<file path="src/rtl/spi_reg_pkg.sv">
// Definitions shared by the SPI register master and slave: register map,
// command-byte layout and the master FSM encoding.
package spi_reg_pkg;

  localparam logic [6:0] FPGA_FW_VERSION = 7'd0;
  localparam logic [6:0] AEROFC_FORCE_BT = 7'd1;

  localparam int   RW_BIT   = 7;
  localparam logic RW_WRITE = 1'b1;
  localparam logic RW_READ  = 1'b0;

  typedef enum logic [2:0] {
    ST_IDLE,
    ST_SS_SETUP,
    ST_BYTE0,
    ST_GAP,
    ST_BYTE1,
    ST_SS_HOLD,
    ST_DONE
  } spi_state_t;

  // Byte 0 of a transaction: rw flag in the MSB, address below it.
  function automatic logic [7:0] cmd_byte0(input logic write, input logic [6:0] addr);
    logic [7:0] b;
    b         = {1'b0, addr};
    b[RW_BIT] = write ? RW_WRITE : RW_READ;
    return b;
  endfunction

endpackage

</file>
<file path="src/rtl/spi_byte_shifter.sv">
// Mode-0 byte engine: generates 8 SCLK periods per start, shifts MOSI out MSB
// first on falling edges and samples the synchronised MISO on rising edges.
module spi_byte_shifter #(
  parameter int CLK_DIV = 25
) (
  input  logic       clk_core,
  input  logic       reset,
  input  logic       start,
  input  logic       load,
  input  logic [7:0] load_data,
  input  logic       miso,
  output logic       done,
  output logic       sclk,
  output logic       mosi,
  output logic [7:0] rx_data
);

  localparam int HW = (CLK_DIV > 1) ? $clog2(CLK_DIV) : 1;
  localparam logic [HW-1:0] HALF_LAST = HW'(CLK_DIV - 1);

  logic [HW-1:0] half_cnt_reg;
  logic [2:0]    bit_cnt_reg;
  logic          active_reg;
  logic          sclk_reg;
  logic [7:0]    tx_shift_reg;
  logic [7:0]    rx_shift_reg;
  logic [1:0]    miso_sync_reg;
  logic          half_end;

  assign half_end = (half_cnt_reg == HALF_LAST);
  // Last cycle of the 8th high phase; the owner advances its FSM on this edge.
  assign done     = active_reg & sclk_reg & half_end & (bit_cnt_reg == 3'd7);
  assign sclk     = sclk_reg;
  assign mosi     = tx_shift_reg[7];
  assign rx_data  = rx_shift_reg;

  always_ff @(posedge clk_core) begin
    if (reset) begin
      half_cnt_reg  <= '0;
      bit_cnt_reg   <= 3'd0;
      active_reg    <= 1'b0;
      sclk_reg      <= 1'b0;
      tx_shift_reg  <= 8'h00;
      rx_shift_reg  <= 8'h00;
      miso_sync_reg <= 2'b00;
    end else begin
      miso_sync_reg <= {miso_sync_reg[0], miso};
      if (start) begin
        active_reg   <= 1'b1;
        half_cnt_reg <= '0;
        bit_cnt_reg  <= 3'd0;
        sclk_reg     <= 1'b0;
      end else if (active_reg) begin
        if (half_end) begin
          half_cnt_reg <= '0;
          sclk_reg     <= ~sclk_reg;
          if (!sclk_reg) begin
            rx_shift_reg <= {rx_shift_reg[6:0], miso_sync_reg[1]};
          end else begin
            tx_shift_reg <= {tx_shift_reg[6:0], 1'b0};
            bit_cnt_reg  <= bit_cnt_reg + 3'd1;
            if (bit_cnt_reg == 3'd7) active_reg <= 1'b0;
          end
        end else begin
          half_cnt_reg <= half_cnt_reg + 1'b1;
        end
      end
      // A load coincides at most with the final falling edge, so it wins.
      if (load) tx_shift_reg <= load_data;
    end
  end

endmodule

</file>
<file path="src/rtl/spi_reg_master.sv">
// SPI mode-0 master for two-byte register transactions ({rw,addr}, data),
// with a valid/ready command port and a single-cycle response pulse.
module spi_reg_master
  import spi_reg_pkg::*;
#(
  parameter int CLK_DIV    = 25,
  parameter int GAP_CYCLES = 64
) (
  input  logic       clk_core,
  input  logic       reset,
  input  logic       cmd_valid,
  output logic       cmd_ready,
  input  logic       cmd_write,
  input  logic [6:0] cmd_addr,
  input  logic [7:0] cmd_wdata,
  output logic       rsp_valid,
  output logic [7:0] rsp_rdata,
  output logic       busy,
  output logic       spi_sclk,
  output logic       spi_mosi,
  input  logic       spi_miso,
  output logic       spi_ss
);

  localparam int WAIT_MAX = (CLK_DIV > GAP_CYCLES) ? CLK_DIV : GAP_CYCLES;
  localparam int WW       = $clog2(WAIT_MAX + 1);
  localparam logic [WW-1:0] EDGE_LAST = WW'(CLK_DIV - 1);
  localparam logic [WW-1:0] GAP_LAST  = WW'(GAP_CYCLES - 1);

  spi_state_t    state_reg, state_next;
  logic [WW-1:0] wait_cnt_reg, wait_cnt_next;
  logic [7:0]    byte1_reg;

  logic       ss_reg, ss_next;
  logic       cmd_ready_reg, cmd_ready_next;
  logic       busy_reg, busy_next;
  logic       rsp_valid_reg, rsp_valid_next;
  logic [7:0] rsp_rdata_reg, rsp_rdata_next;

  logic       accept;
  logic       shift_start, shift_load, shift_done;
  logic [7:0] shift_data, shift_rx;

  assign accept      = cmd_valid & (state_reg == ST_IDLE);
  assign shift_start = ((state_reg == ST_SS_SETUP) && (wait_cnt_reg == EDGE_LAST)) ||
                       ((state_reg == ST_GAP) && (wait_cnt_reg == GAP_LAST));
  // Byte 1 is preloaded as byte 0 finishes so MOSI is settled throughout GAP.
  assign shift_load  = accept | ((state_reg == ST_BYTE0) & shift_done);
  assign shift_data  = accept ? cmd_byte0(cmd_write, cmd_addr) : byte1_reg;

  spi_byte_shifter #(.CLK_DIV(CLK_DIV)) u_shifter (
    .clk_core  (clk_core),
    .reset     (reset),
    .start     (shift_start),
    .load      (shift_load),
    .load_data (shift_data),
    .miso      (spi_miso),
    .done      (shift_done),
    .sclk      (spi_sclk),
    .mosi      (spi_mosi),
    .rx_data   (shift_rx)
  );

  always_ff @(posedge clk_core) begin
    if (reset) begin
      state_reg     <= ST_IDLE;
      wait_cnt_reg  <= '0;
      byte1_reg     <= 8'h00;
      ss_reg        <= 1'b1;
      cmd_ready_reg <= 1'b1;
      busy_reg      <= 1'b0;
      rsp_valid_reg <= 1'b0;
      rsp_rdata_reg <= 8'h00;
    end else begin
      state_reg     <= state_next;
      wait_cnt_reg  <= wait_cnt_next;
      if (accept) byte1_reg <= (cmd_write == RW_READ) ? 8'h00 : cmd_wdata;
      ss_reg        <= ss_next;
      cmd_ready_reg <= cmd_ready_next;
      busy_reg      <= busy_next;
      rsp_valid_reg <= rsp_valid_next;
      rsp_rdata_reg <= rsp_rdata_next;
    end
  end

  always_comb begin
    state_next = state_reg;
    case (state_reg)
      ST_IDLE:     if (accept)                     state_next = ST_SS_SETUP;
      ST_SS_SETUP: if (wait_cnt_reg == EDGE_LAST)  state_next = ST_BYTE0;
      ST_BYTE0:    if (shift_done)                 state_next = ST_GAP;
      ST_GAP:      if (wait_cnt_reg == GAP_LAST)   state_next = ST_BYTE1;
      ST_BYTE1:    if (shift_done)                 state_next = ST_SS_HOLD;
      ST_SS_HOLD:  if (wait_cnt_reg == EDGE_LAST)  state_next = ST_DONE;
      ST_DONE:                                     state_next = ST_IDLE;
      default:                                     state_next = ST_IDLE;
    endcase
    wait_cnt_next = '0;
    if ((state_next == state_reg) &&
        (state_reg == ST_SS_SETUP || state_reg == ST_GAP || state_reg == ST_SS_HOLD))
      wait_cnt_next = wait_cnt_reg + 1'b1;
  end

  // Outputs are registered from the next state so they align with it exactly.
  always_comb begin
    ss_next        = (state_next == ST_IDLE) || (state_next == ST_DONE);
    cmd_ready_next = (state_next == ST_IDLE);
    busy_next      = (state_next != ST_IDLE);
    rsp_valid_next = (state_next == ST_DONE);
    rsp_rdata_next = rsp_valid_next ? shift_rx : rsp_rdata_reg;
  end

  assign spi_ss    = ss_reg;
  assign cmd_ready = cmd_ready_reg;
  assign busy      = busy_reg;
  assign rsp_valid = rsp_valid_reg;
  assign rsp_rdata = rsp_rdata_reg;

endmodule

</file>
<file path="config.mk">
export PLATFORM = sky130hd
export DESIGN_NAME = spi_reg_master
export DESIGN_NICKNAME = d
export VERILOG_FILES = /design/src/rtl/spi_reg_pkg.sv /design/src/rtl/spi_byte_shifter.sv /design/src/rtl/spi_reg_master.sv
export SDC_FILE = /design/constraint.sdc
export NUM_CORES = 1
export LEC_CHECK = 0
export ABC_CLOCK_PERIOD_IN_PS = 2100
export CORE_ASPECT_RATIO = 0.9
export CORE_MARGIN = 2
export CORE_UTILIZATION = 60
export CTS_BUF_LIST = sky130_fd_sc_hd__clkbuf_4 sky130_fd_sc_hd__clkbuf_8
export DETAILED_ROUTE_END_ITERATION = 10
export DONT_BUFFER_PORTS = 1
export PLACE_DENSITY = 0.82
export SYNTH_ARGS = -nofsm -noshare
export SYNTH_HDL_FRONTEND = slang
export SYNTH_SLANG_ARGS = --single-unit
export TNS_END_PERCENT = 30
</file>
<file path="constraint.sdc">
create_clock -name clk_core -period 2.1 [get_ports clk_core]
set_input_delay 0.42 -clock clk_core [delete_from_list [all_inputs] [get_ports clk_core]]
set_output_delay 0.42 -clock clk_core [all_outputs]
set_load 0.02 [all_outputs]
</file>
* Yosys cells after proc, flatten, opt, wreduce, memory -nomap -nowiden
Cells that the tools add are included.
** Word-level totals
- Bits of input ports :: 20
- Output and inout port bits :: 14
- Flip-flop bits (word level) :: 58
** Cells by class
- Multiplexer cells :: 21
- Reductions and logical operators :: 19
- Eq/ne operators :: 12
- Add/sub/neg operators :: 3
- Bitwise operators :: 9
** Operators with widths (number)
- $mux W8 :: 7
- $mux W3 :: 6
- $pmux W3 S6 :: 1
- $eq A3 B3 Y1 const B :: 4
- $reduce_and A4 Y1 :: 2
- $add A7 B1 Y7 const B :: 1
- $eq A7 B5 Y1 const B :: 1
- $eq A7 B6 Y1 const B :: 1
- $eq A3 B2 Y1 const B :: 2
- $logic_not A3 Y1 :: 2
- $mux W1 :: 6
- $reduce_bool A2 Y1 :: 3
- $add A5 B1 Y5 const B :: 1
- $and A1 B1 Y1 :: 5
- $eq A5 B5 Y1 const B :: 1
- $mux W5 :: 1
- $logic_or A1 B1 Y1 :: 4
- $reduce_or A2 Y1 :: 2
- $add A3 B1 Y3 const B :: 1
- $eq A3 B1 Y1 const B :: 1
- $eq A3 B3 Y1 :: 1
- $logic_and A1 B1 Y1 :: 3
- $not A1 Y1 :: 3
- $reduce_and A3 Y1 :: 1
- other kinds (4) :: 4

* Logic depth before layout (Yosys ltp)
Gate-level depths: netlist of run 1.
- Depth in word-level cells :: 9
- Depth in mapped cells :: 7

* Modules after synthesis
Synthesis of run 1 repeated with hierarchy kept, for this count alone.
** Unflattened totals
- Cell total of the unflattened synthesis :: 313
- Area, all modules :: 2665.1 um2
** Modules (own cells, without submodules)
- spi_reg_master :: area an instance 1376.3 um2, cells an instance 166, seq. area each 600.6 um2, instances 1
- spi_byte_shifter :: area an instance 1288.7 um2, cells an instance 147, seq. area each 560.5 um2, instances 1

* Worst setup path after synthesis of run 1
OpenSTA, ideal clock, no wires.
- Path type :: reg2reg
- Start :: reg wait_cnt_reg[0]
- End :: reg u_shifter.tx_shift_reg[7]
- Setup slack :: 0.392 ns
- Arrival time :: 1.612 ns
- Data required time :: 2.005 ns
- Cell stages (with the launch flop) :: 7
- Path buffers :: 1
- Setup time :: 0.095 ns
- Period minus slack after synthesis :: 1.708 ns
- Path through :: dfxtp_1 ha_1 and4_1 o2111ai_1 buf_2 a31oi_1 a221oi_1
** Between the ends
- Longest elaborated chain between the ends :: 5
- Elaborated cells on any way between the ends :: 7
- Classes of those cells :: eq/ne (3); reduce/logical (4)
** Ends and longest elaborated chain
- from (decl) :: line spi_reg_master.sv:31 : logic [WW-1:0] wait_cnt_reg, wait_cnt_next;
- from (signal assigned) :: line spi_reg_master.sv:76 : wait_cnt_reg <= wait_cnt_next;
- $eq A7 B5 Y1 / $eq A7 B6 Y1 (equally long branches) :: line spi_reg_master.sv:45, spi_reg_master.sv:46
- $logic_and A1 B1 Y1 (on tied branches) :: line spi_reg_master.sv:45, spi_reg_master.sv:46
- $logic_or A1 B1 Y1 * :: line spi_reg_master.sv:45 : assign shift_start = ((state_reg == ST_SS_SETUP) && (wait_cnt_reg == EDGE_LAST)) ||
- $ne A2 B1 Y1 (no source line) *
- $reduce_and A4 Y1 (no source line) *
- to (signal assigned) :: line spi_byte_shifter.sv:60 : tx_shift_reg <= {tx_shift_reg[6:0], 1'b0};
- to (signal assigned) :: line spi_byte_shifter.sv:69 : if (load) tx_shift_reg <= load_data;
- to (decl) :: line spi_byte_shifter.sv:25 : logic [7:0] tx_shift_reg;
Every way passes the cells marked *; elsewhere a longest branch is shown, timed or not.
A chain may end at the register's enable or synchronous reset.

* Final worst setup path of run 1
- Start :: reg wait_cnt_reg[0]
- End :: reg u_shifter.half_cnt_reg[3]
** Between the ends
- Longest elaborated chain between the ends :: 4
- Elaborated cells on any way between the ends :: 6
- Classes of those cells :: eq/ne (2); reduce/logical (4)
** Ends and longest elaborated chain
- $eq A7 B5 Y1 / $eq A7 B6 Y1 (equally long branches) :: line spi_reg_master.sv:45, spi_reg_master.sv:46
- $logic_and A1 B1 Y1 (on tied branches) :: line spi_reg_master.sv:45, spi_reg_master.sv:46
- $logic_or A1 B1 Y1 * :: line spi_reg_master.sv:45
- $reduce_or A2 Y1 (no source line) *
- to (signal assigned) :: line spi_byte_shifter.sv:65 : half_cnt_reg <= half_cnt_reg + 1'b1;
- to (decl) :: line spi_byte_shifter.sv:21 : logic [HW-1:0] half_cnt_reg;
Marked as above.

==> tab_implementation.tex, run 1 <==
\begin{tabular}{lr}
\hline
Metric & Value \\
\hline
\multicolumn{2}{l}{\textbf{Run status}} \\
\quad Status & finished, final reports clean \\
\multicolumn{2}{l}{\textbf{Critical path}} \\
\quad Largest fanout of any net on the critical path & 9 \\
\quad Startpoint-to-endpoint class of the critical path & flop to flop \\
\quad Worst R2R Setup Slack & about 210 ps \\
\quad Reg-to-reg critical path endpoint & u\_shifter.half\_cnt\_reg[3] \\
\quad Logic depth of the worst register-to-register path & 5 \\
\quad Worst EP arrival & about 2200 ps \\
\quad Critical path endpoint category & flop \\
\quad WP data required & 2360 ps \\
\quad R2R Path Start & wait\_cnt\_reg[0] \\
\quad Sort of element at the start of the critical path & flop \\
\multicolumn{2}{l}{\textbf{Power and ir drop}} \\
\quad Sw Pwr & 492 uW \\
\quad Peak ir drop on the vdd network & 0.576 mV \\
\quad PwrDens & 822 nW/um\^{}2 \\
\quad Leakage & 0.00105 uW \\
\quad Combinational power share & 4.4\% \\
\quad Overall power after layout & 2320 uW \\
\quad Internal power of the cells & between 1500 and 2000 uW \\
\quad Switching Fraction & a little over a fifth \\
\quad Proportion of power drawn by the clock network & $\sim$46\% \\
\quad Fraction of power consumed by sequential logic & 49.7\% \\
\multicolumn{2}{l}{\textbf{Finish}} \\
\quad Antenna diodes & 0 \\
\quad Final layout net count & 316 \\
\quad Design area & 2820 um\^{}2 \\
\quad Filler cell count in the final layout & 332 \\
\quad Layout cell share with drive strength beyond 1 & 10.5\% \\
\quad Layout-stage area growth over the synthesis result & 8.95\% \\
\quad Utilization after layout & just under 70\% \\
\multicolumn{2}{l}{\textbf{Placed design}} \\
\quad Half-perimeter wire length after placement & around 3300 um \\
\quad Placed Area & 2610 um\^{}2 \\
\quad Routability cong. & 0.814 \\
\quad Buffers added on ports & 0 \\
\multicolumn{2}{l}{\textbf{STA}} \\
\quad Worst clock skew & 6.04 ps \\
\quad Post-route worst hold slack & 144 ps \\
\quad Final Max Slew Viols & 0 \\
\quad Period utilization & between 90\% and 100\% \\
\quad Fmax & 529 MHz \\
\quad Final critical-path required period & 1890 ps \\
\quad Worst Tran Pin Value & 524 ps \\
\quad Headroom to the max-slew limit & 64.9\% \\
\quad Final number of setup-violating endpoints & 0 \\
\quad Setup tns final & 0 ps \\
\quad Number of hold-slack violations in the final timing report & 0 \\
\quad RSZ-0062 raised after global routing & no \\
\multicolumn{2}{l}{\textbf{Clocking}} \\
\quad Number of sinks driven by the clock tree & 58 \\
\quad CTS H-tree depth & 3 \\
\quad Clock edge transition at the registers on the reported setup and hold paths & 60 ps \\
\quad CTS Hold Bufs & 0 \\
\quad Longest Clk Path Bufs & 2 \\
\quad Number of buffers created by CTS & 9 \\
\quad Latest clock arrival within the worst-skew pair & 340 ps \\
\quad Clock root buffer & sky130\_fd\_sc\_hd\_\_clkbuf\_8 \\
\quad Count of cells resized by post-cts repair & 0 \\
\quad \# Post-CTS Setup Buffers & 0 \\
\quad Clock tree from TritonCTS & built \\
\multicolumn{2}{l}{\textbf{Synthesis}} \\
\quad Async set-or-reset flop fraction in the synthesized netlist & 0\% \\
\quad Share of the yosys chip area belonging to registers & around 45\% \\
\quad Cell types occupying the most area after synthesis & sky130\_fd\_sc\_hd\_\_dfxtp\_1 (45\%), sky130\_fd\_sc\_hd\_\_a21oi\_1 (5.2\%), sky130\_fd\_sc\_hd\_\_nand3\_1 (4.5\%), sky130\_fd\_sc\_hd\_\_mux2i\_1 (3.9\%), sky130\_fd\_sc\_hd\_\_nor2\_1 (3.5\%) \\
\quad Number of enable flip-flop cells after synthesis & 0 \\
\quad Count of synthesis-stage warnings from yosys & 0 \\
\quad Synth Net Count & 317 \\
\quad Dominant synthesized flop cell & sky130\_fd\_sc\_hd\_\_dfxtp\_1 \\
\quad Post-synthesis instance area & 2590 um\^{}2 \\
\quad Proportion of netlist area held by the largest area contributor & between 40 and 50\% \\
\quad Number of standard cells after synthesis & 291 \\
\quad Count of cell types in the netlist & 51 \\
\quad Average cell area after synthesis & 8.89 um\^{}2 \\
\quad Cell taking the most area after synthesis & sky130\_fd\_sc\_hd\_\_dfxtp\_1 \\
\quad Flip-flop and latch count after synthesis & a little under 60 \\
\multicolumn{2}{l}{\textbf{Global routing}} \\
\quad Overall track demand over capacity in global routing & 22.8\% \\
\quad Wire length of the first global-routing pass & approximately 8400 um \\
\quad Pin count of the biggest net entering global routing & 44 \\
\quad Initial antenna violation count & 0 \\
\quad Vias in the first global route & 1,879 \\
\quad Remaining global-route overflow & 0 \\
\multicolumn{2}{l}{\textbf{Floorplanning}} \\
\quad Initial core utilization & 63.1\% \\
\quad \# IOs & 34 \\
\quad Horizontal extent of the die & $\sim$73 um \\
\quad Core Rows & 22 \\
\quad Overall die area & 4850 um\^{}2 \\
\quad Y dimension of the die & about 66 um \\
\quad Core Box Area & 4100 um\^{}2 \\
\multicolumn{2}{l}{\textbf{Worst hold path}} \\
\quad Launch instance of the worst min-delay path & reset \\
\quad Hold depth & 1 \\
\quad Worst min-delay path endpoint & rsp\_rdata[1] \\
\quad Worst min-delay path class & input pin to flop \\
\multicolumn{2}{l}{\textbf{Drt}} \\
\quad Routed wire per std cell & about 15 um \\
\quad Post-detailed-route DRC marker count & 0 \\
\quad Routed wire length & 4970 um \\
\quad Drt pass-1 iters & 4 \\
\quad Via/cell ratio & 5.93 \\
\quad First-iteration detailed-routing DRC count & 175 \\
\quad Final ANT Viol Nets & 0 \\
\quad Overall via count from detail\_route & 2,029 \\
\multicolumn{2}{l}{\textbf{Run}} \\
\quad Max-cap violations & 0 \\
\hline
\end{tabular}
[cells by family (layout without fill, tap and decap cells)]
logic type | Yosys count | in the layout | synth area share, %
compound gates | 80 | 80 | 20.2
buf+inv | 34 | 37 | 5.76
xor+xnor | 5 | 5 | 1.69
flops | 58 | 58 | 44.9
fa+ha+maj | 6 | 6 | 2.90
mux | 11 | 11 | 4.31
simple gates | 97 | 97 | 20.2
[Yosys cell counts (2+ instances only)]
master / n
sky130_fd_sc_hd__nand3_1: 23
sky130_fd_sc_hd__and3b_1: 2
sky130_fd_sc_hd__a22oi_1: 7
sky130_fd_sc_hd__a31oi_1: 3
sky130_fd_sc_hd__nor2_1: 24
sky130_fd_sc_hd__ha_1: 6
sky130_fd_sc_hd__buf_4: 2
sky130_fd_sc_hd__nand2_1: 23
sky130_fd_sc_hd__xnor2_1: 3
sky130_fd_sc_hd__a221oi_1: 7
sky130_fd_sc_hd__nor2b_1: 5
sky130_fd_sc_hd__inv_1: 14
sky130_fd_sc_hd__a21boi_0: 3
sky130_fd_sc_hd__o31ai_1: 6
sky130_fd_sc_hd__a21oi_1: 27
sky130_fd_sc_hd__mux2i_1: 10
sky130_fd_sc_hd__o21ai_0: 15
sky130_fd_sc_hd__buf_2: 5
sky130_fd_sc_hd__nor4_1: 3
sky130_fd_sc_hd__xor2_1: 2
sky130_fd_sc_hd__clkbuf_1: 12
sky130_fd_sc_hd__and3_1: 2
sky130_fd_sc_hd__dfxtp_1: 58
sky130_fd_sc_hd__nand4_1: 2
[area by class of cell]
cell class / instances / area, um^2 / area share, %
clock buffers: 13 / 173 / 6.13
clock inverters: 2 / 35.0 / 1.24
inverters: 14 / 52.6 / 1.87
multi-input cells: 199 / 1280 / 45.3
flip-flops and latches: 58 / 1160 / 41.2
well taps: 48 / 60.1 / 2.13
repair buffers: 8 / 60.1 / 2.13
[worst max-delay path: stages (launching register included)]
cell and delay [ps]:
sky130_fd_sc_hd__dfxtp_1 340, sky130_fd_sc_hd__ha_1 260, sky130_fd_sc_hd__and4_1 230, sky130_fd_sc_hd__o2111ai_1 430, sky130_fd_sc_hd__nand2b_1 330, sky130_fd_sc_hd__a21oi_1 230
[worst max path at each step]
| stage | start | end | slack [ps] | cells past startpoint |
|---|---|---|---|---|
| 2_1_floorplan | wait_cnt_reg[0] | u_shifter.tx_shift_reg[7] | 390 | 6 |
| 3_3_place_gp | state_reg[1] | u_shifter.tx_shift_reg[1] | 290 | 4 |
| 3_5_place_dp | wait_cnt_reg[0] | u_shifter.half_cnt_reg[2] | 220 | 5 |
| 4_1_cts | wait_cnt_reg[0] | u_shifter.half_cnt_reg[3] | 190 | 5 |
| 5_1_grt | wait_cnt_reg[0] | u_shifter.tx_shift_reg[7] | 10 | 6 |
| 6_report | wait_cnt_reg[0] | u_shifter.half_cnt_reg[3] | 210 | 5 |
[power groups by stage]
stage / logic (uW) / clock network [uW] / registers, uW
2_1_floorplan: 91.0 / 0 / 1170
3_3_place_gp: 97.6 / 0 / 1170
3_5_place_dp: 101 / 0 / 1170
4_1_cts: 102 / 1080 / 1150
5_1_grt: 115 / 1120 / 1150
6_report: 101 / 1060 / 1150
[cells in the final DEF, fill, tap and decap left out, types with 5 or more instances in the layout]
| cell | count |
|---|---|
| sky130_fd_sc_hd__nand2_1 | 23 |
| sky130_fd_sc_hd__a22oi_1 | 7 |
| sky130_fd_sc_hd__nor2b_1 | 5 |
| sky130_fd_sc_hd__buf_4 | 8 |
| sky130_fd_sc_hd__a21oi_1 | 27 |
| sky130_fd_sc_hd__ha_1 | 6 |
| sky130_fd_sc_hd__nand3_1 | 23 |
| sky130_fd_sc_hd__mux2i_1 | 10 |
| sky130_fd_sc_hd__nor2_1 | 24 |
| sky130_fd_sc_hd__dfxtp_1 | 58 |
| sky130_fd_sc_hd__inv_1 | 14 |
| sky130_fd_sc_hd__a221oi_1 | 7 |
| sky130_fd_sc_hd__o31ai_1 | 6 |
| sky130_fd_sc_hd__clkbuf_8 | 12 |
| sky130_fd_sc_hd__o21ai_0 | 15 |
[through the flow]
step                      std cells  setup slack [ps]
after detailed placement        327               218
after global routing            342              12.0
after global placement          327               290
after CTS                       342               193
final                           342               209
after floorplan                 291               392
[per-layer routing]
metal  vias to the layer above  global-route usage [%]  wire length, um
met2                        55                    34.0             2190
met3                         9                    9.91              327
met4                         0                    9.49               93
met1                       925                    28.5             2360
li1                       1040                       -                -
met5                         -                       0                0
Power figures use the tool's default switching activity.
==> run 2: changes to the inputs <==
- ABC_AREA: default -> 1
==> run 2 against run 1 <==
  * Die area about the same
  * Register-to-register slack better by 170 ps
  * Clock skew up 2.4 ps
  * Synthesized cell count rose by 15%
  * Via count hardly changed
  * Synthesized area barely moved
  * Routed wire length decreased by 6.7%
  * Sequential power about the same
  * Clock power up 20%
  * Hold slack worse by 12 ps
  * Critical path depth increased by 6
==> tab_implementation.tex, run 2 <==
\begin{tabular}{lr}
\hline
Metric & Value \\
\hline
\multicolumn{2}{l}{\textbf{Finish}} \\
\quad Layout cell share with drive strength beyond 1 & roughly an eighth \\
\quad Layout-stage area growth over the synthesis result & 10.2\% \\
\quad Final layout net count & 366 \\
\quad Most frequent standard cell in the layout excluding fill and tap cells & sky130\_fd\_sc\_hd\_\_nand2\_1 \\
\quad Antenna diodes & 0 \\
\quad Top library cells by usage in the layout, fill and taps aside & sky130\_fd\_sc\_hd\_\_nand2\_1 (69), sky130\_fd\_sc\_hd\_\_dfxtp\_1 (58), sky130\_fd\_sc\_hd\_\_inv\_1 (42), sky130\_fd\_sc\_hd\_\_nor2\_1 (36), sky130\_fd\_sc\_hd\_\_a21oi\_1 (34) \\
\multicolumn{2}{l}{\textbf{Synthesis}} \\
\quad Largest family of logic cells by synthesized area & simple AND/OR/NAND/NOR gates \\
\quad Share of the yosys chip area belonging to registers & approximately 45\% \\
\quad XOR/XNOR Fraction of Synth Area & $\sim$1.4\% \\
\quad Number of standard cells after synthesis & 335 \\
\quad Flip-flop and latch count after synthesis & 58 \\
\quad Compound-gate portion of the synthesized area & 12.5\% \\
\quad Most frequently used cell type in the post-synthesis netlist & sky130\_fd\_sc\_hd\_\_nand2\_1 \\
\quad Synthesized-area fraction occupied by and/or/nand/nor cells & 29.1\% \\
\quad Multiplexer fraction of the synthesized cell area & 0\% \\
\quad Count of synthesis-stage warnings from yosys & 0 \\
\quad Proportion of netlist area held by the largest area contributor & 44.9\% \\
\quad Dominant synthesized flop cell & sky130\_fd\_sc\_hd\_\_dfxtp\_1 \\
\quad Async set-or-reset flop fraction in the synthesized netlist & 0\% \\
\quad Average cell area after synthesis & 7.72 um\^{}2 \\
\quad Cell taking the most area after synthesis & sky130\_fd\_sc\_hd\_\_dfxtp\_1 \\
\quad Cell types occupying the most area after synthesis & sky130\_fd\_sc\_hd\_\_dfxtp\_1 (45\%), sky130\_fd\_sc\_hd\_\_nand2\_1 (10\%), sky130\_fd\_sc\_hd\_\_a21oi\_1 (6.6\%), sky130\_fd\_sc\_hd\_\_inv\_1 (6.1\%), sky130\_fd\_sc\_hd\_\_nor2\_1 (5.2\%) \\
\quad Adder-cell area share of the yosys netlist & 2.90\% \\
\quad Post-synthesis instance area & 2580 um\^{}2 \\
\quad Count of cell types in the netlist & 32 \\
\quad Number of enable flip-flop cells after synthesis & 0 \\
\quad Synth Net Count & about 360 \\
\quad Top cells by count, synth & sky130\_fd\_sc\_hd\_\_nand2\_1 (69), sky130\_fd\_sc\_hd\_\_dfxtp\_1 (58), sky130\_fd\_sc\_hd\_\_inv\_1 (42), sky130\_fd\_sc\_hd\_\_nor2\_1 (36), sky130\_fd\_sc\_hd\_\_a21oi\_1 (34) \\
\multicolumn{2}{l}{\textbf{Floorplanning}} \\
\quad Core Rows & 22 \\
\quad Y dimension of the die & 66.3 um \\
\quad Core Box Area & 4100 um\^{}2 \\
\quad Initial core utilization & a little over three fifths \\
\quad Horizontal extent of the die & between 70 and 80 um \\
\quad Overall die area & approximately 4900 um\^{}2 \\
\quad \# IOs & 34 \\
\multicolumn{2}{l}{\textbf{Clocking}} \\
\quad Clock root buffer & sky130\_fd\_sc\_hd\_\_clkbuf\_8 \\
\quad CTS H-tree depth & 3 \\
\quad Latest clock arrival within the worst-skew pair & roughly 350 ps \\
\quad Longest Clk Path Bufs & 2 \\
\quad CTS Hold Bufs & 0 \\
\quad \# Post-CTS Setup Buffers & 0 \\
\quad Count of cells resized by post-cts repair & 0 \\
\quad Clock edge transition at the registers on the reported setup and hold paths & approximately 70 ps \\
\quad Number of sinks driven by the clock tree & 58 \\
\quad Number of buffers created by CTS & 9 \\
\quad Clock tree from TritonCTS & built \\
\multicolumn{2}{l}{\textbf{Global routing}} \\
\quad Remaining global-route overflow & 0 \\
\quad Initial antenna violation count & 0 \\
\quad Vias in the first global route & 1,886 \\
\quad Pin count of the biggest net entering global routing & 20 \\
\quad Wire length of the first global-routing pass & 8080 um \\
\quad Overall track demand over capacity in global routing & about 22\% \\
\multicolumn{2}{l}{\textbf{Power and ir drop}} \\
\quad PwrDens & 895 nW/um\^{}2 \\
\quad Peak ir drop on the vdd network & 0.710 mV \\
\quad Leakage & 0.00117 uW \\
\multicolumn{2}{l}{\textbf{Critical path}} \\
\quad Largest fanout of any net on the critical path & 10 \\
\quad Cell with the largest stage delay on the worst path & sky130\_fd\_sc\_hd\_\_dfxtp\_1 \\
\quad Worst EP arrival & a little under 2000 ps \\
\quad CP delay by family, top & simple AND/OR/NAND/NOR gates \\
\quad Sort of element at the start of the critical path & flop \\
\quad Critical path endpoint category & flop \\
\quad R2R Path Start & u\_shifter.bit\_cnt\_reg[0] \\
\quad Max stage delay on crit path & approximately 360 ps \\
\quad Startpoint-to-endpoint class of the critical path & flop to flop \\
\quad WP data required & around 2300 ps \\
\quad Crit-path cells & ha\_1 -> ha\_1 -> nand2\_1 -> inv\_1 -> nand3\_1 -> nor2\_4 -> nor2\_4 -> nand2\_4 -> nand3\_1 -> nand2\_1 -> nor2\_2 \\
\quad CP Buf/Inv Count & 1 \\
\quad Reg-to-reg critical path endpoint & u\_shifter.tx\_shift\_reg[4] \\
\quad Logic depth of the worst register-to-register path & 11 \\
\quad Worst R2R Setup Slack & 380 ps \\
\multicolumn{2}{l}{\textbf{Drt}} \\
\quad First-iteration detailed-routing DRC count & 72 \\
\quad Routed wire length & 4640 um \\
\quad Final ANT Viol Nets & 0 \\
\quad Drt pass-1 iters & 4 \\
\quad Routed wire per std cell & $\sim$12 um \\
\quad Post-detailed-route DRC marker count & 0 \\
\quad Via/cell ratio & 5.16 \\
\quad Overall via count from detail\_route & 2,027 \\
\multicolumn{2}{l}{\textbf{Placed design}} \\
\quad Buffers added on ports & 0 \\
\quad Routability cong. & 0.837 \\
\quad Half-perimeter wire length after placement & 3360 um \\
\multicolumn{2}{l}{\textbf{Worst hold path}} \\
\quad Launch instance of the worst min-delay path & reset \\
\quad Hold depth & 1 \\
\quad Worst min-delay path endpoint & u\_shifter.miso\_sync\_reg[1] \\
\quad Worst min-delay path class & input pin to flop \\
\multicolumn{2}{l}{\textbf{Run}} \\
\quad Max-cap violations & 0 \\
\multicolumn{2}{l}{\textbf{STA}} \\
\quad Post-route worst hold slack & 132 ps \\
\quad RSZ-0062 raised after global routing & no \\
\quad Final Max Slew Viols & 0 \\
\quad Worst Tran Pin Value & 385 ps \\
\quad Final number of setup-violating endpoints & 0 \\
\quad Headroom to the max-slew limit & 74.3\% \\
\quad Period utilization & 81.9\% \\
\quad Worst clock skew & 8.47 ps \\
\quad Final critical-path required period & 1720 ps \\
\quad Number of hold-slack violations in the final timing report & 0 \\
\quad Setup tns final & 0 ps \\
\quad Fmax & 581 MHz \\
\multicolumn{2}{l}{\textbf{Run status}} \\
\quad Status & finished, final reports clean \\
\hline
\end{tabular}
## run 2: worst max path at each step
stage | from | cells after the start | end
2_1_floorplan | u_shifter.bit_cnt_reg[0] | 10 | u_shifter.tx_shift_reg[5]
3_3_place_gp | u_shifter.bit_cnt_reg[0] | 11 | u_shifter.tx_shift_reg[4]
3_5_place_dp | u_shifter.bit_cnt_reg[0] | 11 | u_shifter.tx_shift_reg[4]
4_1_cts | u_shifter.bit_cnt_reg[0] | 11 | u_shifter.tx_shift_reg[4]
5_1_grt | wait_cnt_reg[0] | 8 | rsp_rdata[1]
6_report | u_shifter.bit_cnt_reg[0] | 11 | u_shifter.tx_shift_reg[4]
## run 2: per-stage QoR
step	total power, uW	utilization (%)	worst slack (ps)	instance area, um^2	std cells
finish	2550	69.5	380	2850	393
floorplan	1290	-	595	2580	335
global placement	1300	63.4	431	2600	377
CTS	2580	69.5	377	2850	393
global route	2650	69.5	175	2850	393
detailed placement	1310	63.4	395	2600	377
## run 2: kinds of logic (layout without fill, tap and decap cells)
group | count (synthesis) | after routing
flops | 58 | 58
compound gates | 62 | 62
simple gates | 150 | 150
buf+inv | 55 | 65
xor+xnor | 4 | 4
fa+ha+maj | 6 | 6
## run 2: area by class of cell
class / instances / area [um^2]
multi-input combinational: 222 / 1180
inverter: 47 / 179
sequential: 58 / 1160
fill: 340 / 1250
tap: 48 / 60.1
timing repair buffer: 2 / 15.0
clock buffer: 9 / 124
clock inverter: 7 / 125
## run 2: per-layer routing
metal | GRT usage (%) | routed length, um | vias to the layer above
met5 | 0 | 0 | -
met4 | 9.03 | 73 | 0
met3 | 9.15 | 305 | 10
met2 | 34.6 | 2080 | 51
met1 | 27.3 | 2180 | 885
li1 | - | - | 1081
## run 2: worst reg2reg max path: stages (launching register included)
cell and delay, ps:
sky130_fd_sc_hd__dfxtp_1 360, sky130_fd_sc_hd__ha_1 160, sky130_fd_sc_hd__ha_1 140, sky130_fd_sc_hd__nand2_1 70, sky130_fd_sc_hd__inv_1 160, sky130_fd_sc_hd__nand3_1 150, sky130_fd_sc_hd__nor2_4 190, sky130_fd_sc_hd__nor2_4 80
sky130_fd_sc_hd__nand2_4 110, sky130_fd_sc_hd__nand3_1 90, sky130_fd_sc_hd__nand2_1 80, sky130_fd_sc_hd__nor2_2 30
## run 2: report_power, final
| group | switching [uW] | internal, uW |
|---|---|---|
| logic | 83.5 | 44.8 |
| registers | 23.3 | 1130 |
| clock network | 468 | 799 |
==> run 3: changes to the inputs <==
- ABC_CLOCK_PERIOD_IN_PS: 2100 -> 1700
- clock period: 2.1 -> 1.7 ns (I/O delays scaled with it)
==> run 3 against run 2 <==
  * Hold slack got worse by 76 ps
  * Highest routed layer unchanged
  * Register-to-register slack got worse by 380 ps
  * Largest cell class unchanged
  * Combinational power rose by 39%
  * Routed wire length rose by 16%
  * Critical path depth decreased by 3
  * Power grew 11%
  * Die area is the same
  * Cell area rose by 4.6%
  * Maximum frequency is 1.2% higher
  * Core utilization rose by 3.2 points
==> tab_implementation.tex, run 3 (same netlist as run 2, synthesis figures left out) <==
\begin{tabular}{lr}
\hline
Metric & Value \\
\hline
\multicolumn{2}{l}{\textbf{STA}} \\
\quad Number of hold-slack violations in the final timing report & 0 \\
\quad Headroom to the max-slew limit & 75.1\% \\
\quad Fmax & 589 MHz \\
\quad Setup tns final & 0 ps \\
\quad Final Max Slew Viols & 0 \\
\quad Worst Tran Pin Value & 372 ps \\
\quad Post-route worst hold slack & roughly 56 ps \\
\quad Final number of setup-violating endpoints & 0 \\
\quad RSZ-0062 raised after global routing & yes \\
\quad Period utilization & 99.9\% \\
\quad Worst clock skew & 9.08 ps \\
\quad Final critical-path required period & 1700 ps \\
\multicolumn{2}{l}{\textbf{Global routing}} \\
\quad Global-route track usage on met3 & 9.91\% \\
\quad Remaining global-route overflow & 0 \\
\quad Peak-usage layer in the global routing report & met2 \\
\quad Pin count of the biggest net entering global routing & 25 \\
\quad Met1 track demand over resource & roughly 28\% \\
\quad Overall track demand over capacity in global routing & 23.2\% \\
\quad Vias in the first global route & 2,022 \\
\quad Initial antenna violation count & 0 \\
\quad Wire length of the first global-routing pass & 8460 um \\
\quad Met2 Track Usage GR & 35.4\% \\
\multicolumn{2}{l}{\textbf{Critical path}} \\
\quad WP data required & just under 2000 ps \\
\quad Worst R2R Setup Slack & 1 ps \\
\quad R2R Path Start & u\_shifter.half\_cnt\_reg[1] \\
\quad Critical path endpoint category & flop \\
\quad Sort of element at the start of the critical path & flop \\
\quad Logic depth of the worst register-to-register path & 8 \\
\quad Largest fanout of any net on the critical path & 8 \\
\quad Startpoint-to-endpoint class of the critical path & flop to flop \\
\quad Reg-to-reg critical path endpoint & u\_shifter.rx\_data[2] \\
\quad Worst EP arrival & 1930 ps \\
\multicolumn{2}{l}{\textbf{Run status}} \\
\quad Status & finished, final reports clean \\
\multicolumn{2}{l}{\textbf{Power and ir drop}} \\
\quad Fraction of power consumed by sequential logic & between 50\% and 60\% \\
\quad Proportion of power drawn by the clock network & about 43\% \\
\quad PwrDens & 951 nW/um\^{}2 \\
\quad Overall power after layout & 2840 uW \\
\quad Internal power of the cells & 2130 uW \\
\quad Sw Pwr & 707 uW \\
\quad Combinational power share & $\sim$6.3\% \\
\quad Leakage & 0.00122 uW \\
\quad Peak ir drop on the vdd network & around 0.83 mV \\
\quad Switching Fraction & between 20\% and 30\% \\
\multicolumn{2}{l}{\textbf{Floorplanning}} \\
\quad Y dimension of the die & 66.3 um \\
\quad Core Rows & 22 \\
\quad Initial core utilization & 63.0\% \\
\quad Horizontal extent of the die & roughly 73 um \\
\quad Overall die area & just under 5000 um\^{}2 \\
\quad Core Box Area & about 4000 um\^{}2 \\
\quad \# IOs & 34 \\
\multicolumn{2}{l}{\textbf{Placed design}} \\
\quad Buffers added on ports & 0 \\
\quad Routability cong. & approximately 0.9 \\
\quad Half-perimeter wire length after placement & 3380 um \\
\multicolumn{2}{l}{\textbf{Finish}} \\
\quad Layout-stage area growth over the synthesis result & 15.3\% \\
\quad Final layout net count & 380 \\
\quad Most frequent standard cell in the layout excluding fill and tap cells & sky130\_fd\_sc\_hd\_\_nand2\_1 \\
\quad Top library cells by usage in the layout, fill and taps aside & sky130\_fd\_sc\_hd\_\_nand2\_1 (66), sky130\_fd\_sc\_hd\_\_dfxtp\_1 (55), sky130\_fd\_sc\_hd\_\_inv\_1 (38), sky130\_fd\_sc\_hd\_\_a21oi\_1 (34), sky130\_fd\_sc\_hd\_\_nor2\_1 (32) \\
\quad Layout cell share with drive strength beyond 1 & 21.2\% \\
\quad Antenna diodes & 0 \\
\multicolumn{2}{l}{\textbf{Clocking}} \\
\quad Latest clock arrival within the worst-skew pair & 350 ps \\
\quad Longest Clk Path Bufs & 2 \\
\quad Number of buffers created by CTS & 9 \\
\quad CTS H-tree depth & 3 \\
\quad Number of sinks driven by the clock tree & 58 \\
\quad Clock edge transition at the registers on the reported setup and hold paths & 70 ps \\
\quad Clock root buffer & sky130\_fd\_sc\_hd\_\_clkbuf\_8 \\
\quad Clock tree from TritonCTS & built \\
\multicolumn{2}{l}{\textbf{Run}} \\
\quad Max-cap violations & 0 \\
\multicolumn{2}{l}{\textbf{Drt}} \\
\quad Routed wire per std cell & 13.2 um \\
\quad Post-detailed-route DRC marker count & 0 \\
\quad Via/cell ratio & 5.31 \\
\quad Final ANT Viol Nets & 0 \\
\quad First-iteration detailed-routing DRC count & 97 \\
\quad Drt pass-1 iters & 4 \\
\quad Overall via count from detail\_route & 2,160 \\
\quad Routed wire length & between 5000 and 6000 um \\
\multicolumn{2}{l}{\textbf{Worst hold path}} \\
\quad Launch instance of the worst min-delay path & reset \\
\quad Worst min-delay path endpoint & u\_shifter.miso\_sync\_reg[1] \\
\quad Hold depth & 1 \\
\quad Worst min-delay path class & input pin to flop \\
\hline
\end{tabular}
run 3: stage by stage:
step	area, um^2	util [%]	worst slack (ps)	instances
4_1_cts	2840	69.3	33.2	398
2_1_floorplan	2580	-	195	335
6_report	2980	72.7	1.25	407
5_1_grt	2980	72.7	-119	407
3_3_place_gp	2640	64.4	44.0	381
3_5_place_dp	2640	64.4	11.7	381
run 3: worst max path at each step:
stage / endpoint / slack, ps / startpoint
finish: u_shifter.rx_data[2] / 1 / u_shifter.half_cnt_reg[1]
CTS: u_shifter.tx_shift_reg[1] / 30 / u_shifter.bit_cnt_reg[0]
floorplan: u_shifter.tx_shift_reg[5] / 190 / u_shifter.bit_cnt_reg[0]
global placement: u_shifter.tx_shift_reg[5] / 40 / u_shifter.bit_cnt_reg[0]
detailed placement: u_shifter.tx_shift_reg[1] / 10 / u_shifter.bit_cnt_reg[0]
global route: u_shifter.rx_data[5] / -120 / u_shifter.half_cnt_reg[0]
run 3: layer usage:
layer	part of all wire (%)	routed length [um]	vias to the layer above
li1	-	-	1105
met1	44	2380	980
met2	47	2550	63
met3	6.5	350	12
met4	2.0	110	0
met5	0	0	-
run 3: power by group through the flow:
stage               Sequential, uW  Clock [uW]  Combinational [uW]
finish                        1430        1230                 178
CTS                           1420        1260                 166
global route                  1430        1320                 202
floorplan                     1450           0                 139
global placement              1450           0                 159
detailed placement            1450           0                 164
run 3: area by class of cell:
class                           instances  area (um^2)
Clock buffer                            9          124
Clock inverter                          7         70.1
Fill cell                             322         1120
Inverter                               47          179
Multi-Input combinational cell        224         1260
Sequential cell                        58         1160
Tap cell                               48         60.1
Timing Repair Buffer                   14          118
run 3: worst max-delay path, stage by stage, from the launching register on:
cell and delay (ps):
sky130_fd_sc_hd__dfxtp_1 320, sky130_fd_sc_hd__inv_2 70, sky130_fd_sc_hd__ha_2 190, sky130_fd_sc_hd__nand2_4 70, sky130_fd_sc_hd__nor3_4 340, sky130_fd_sc_hd__buf_4 190, sky130_fd_sc_hd__nand4_4 160, sky130_fd_sc_hd__o21ai_0 190
sky130_fd_sc_hd__a21oi_1 50
run 3: what timing repair did:
action	CTS	global route
endpoints found under the setup margin	1	31
buffers inserted	1	7
gates resized for setup	1	29
hold buffers	0	0
gates cloned	0	2
pin swaps	1	11
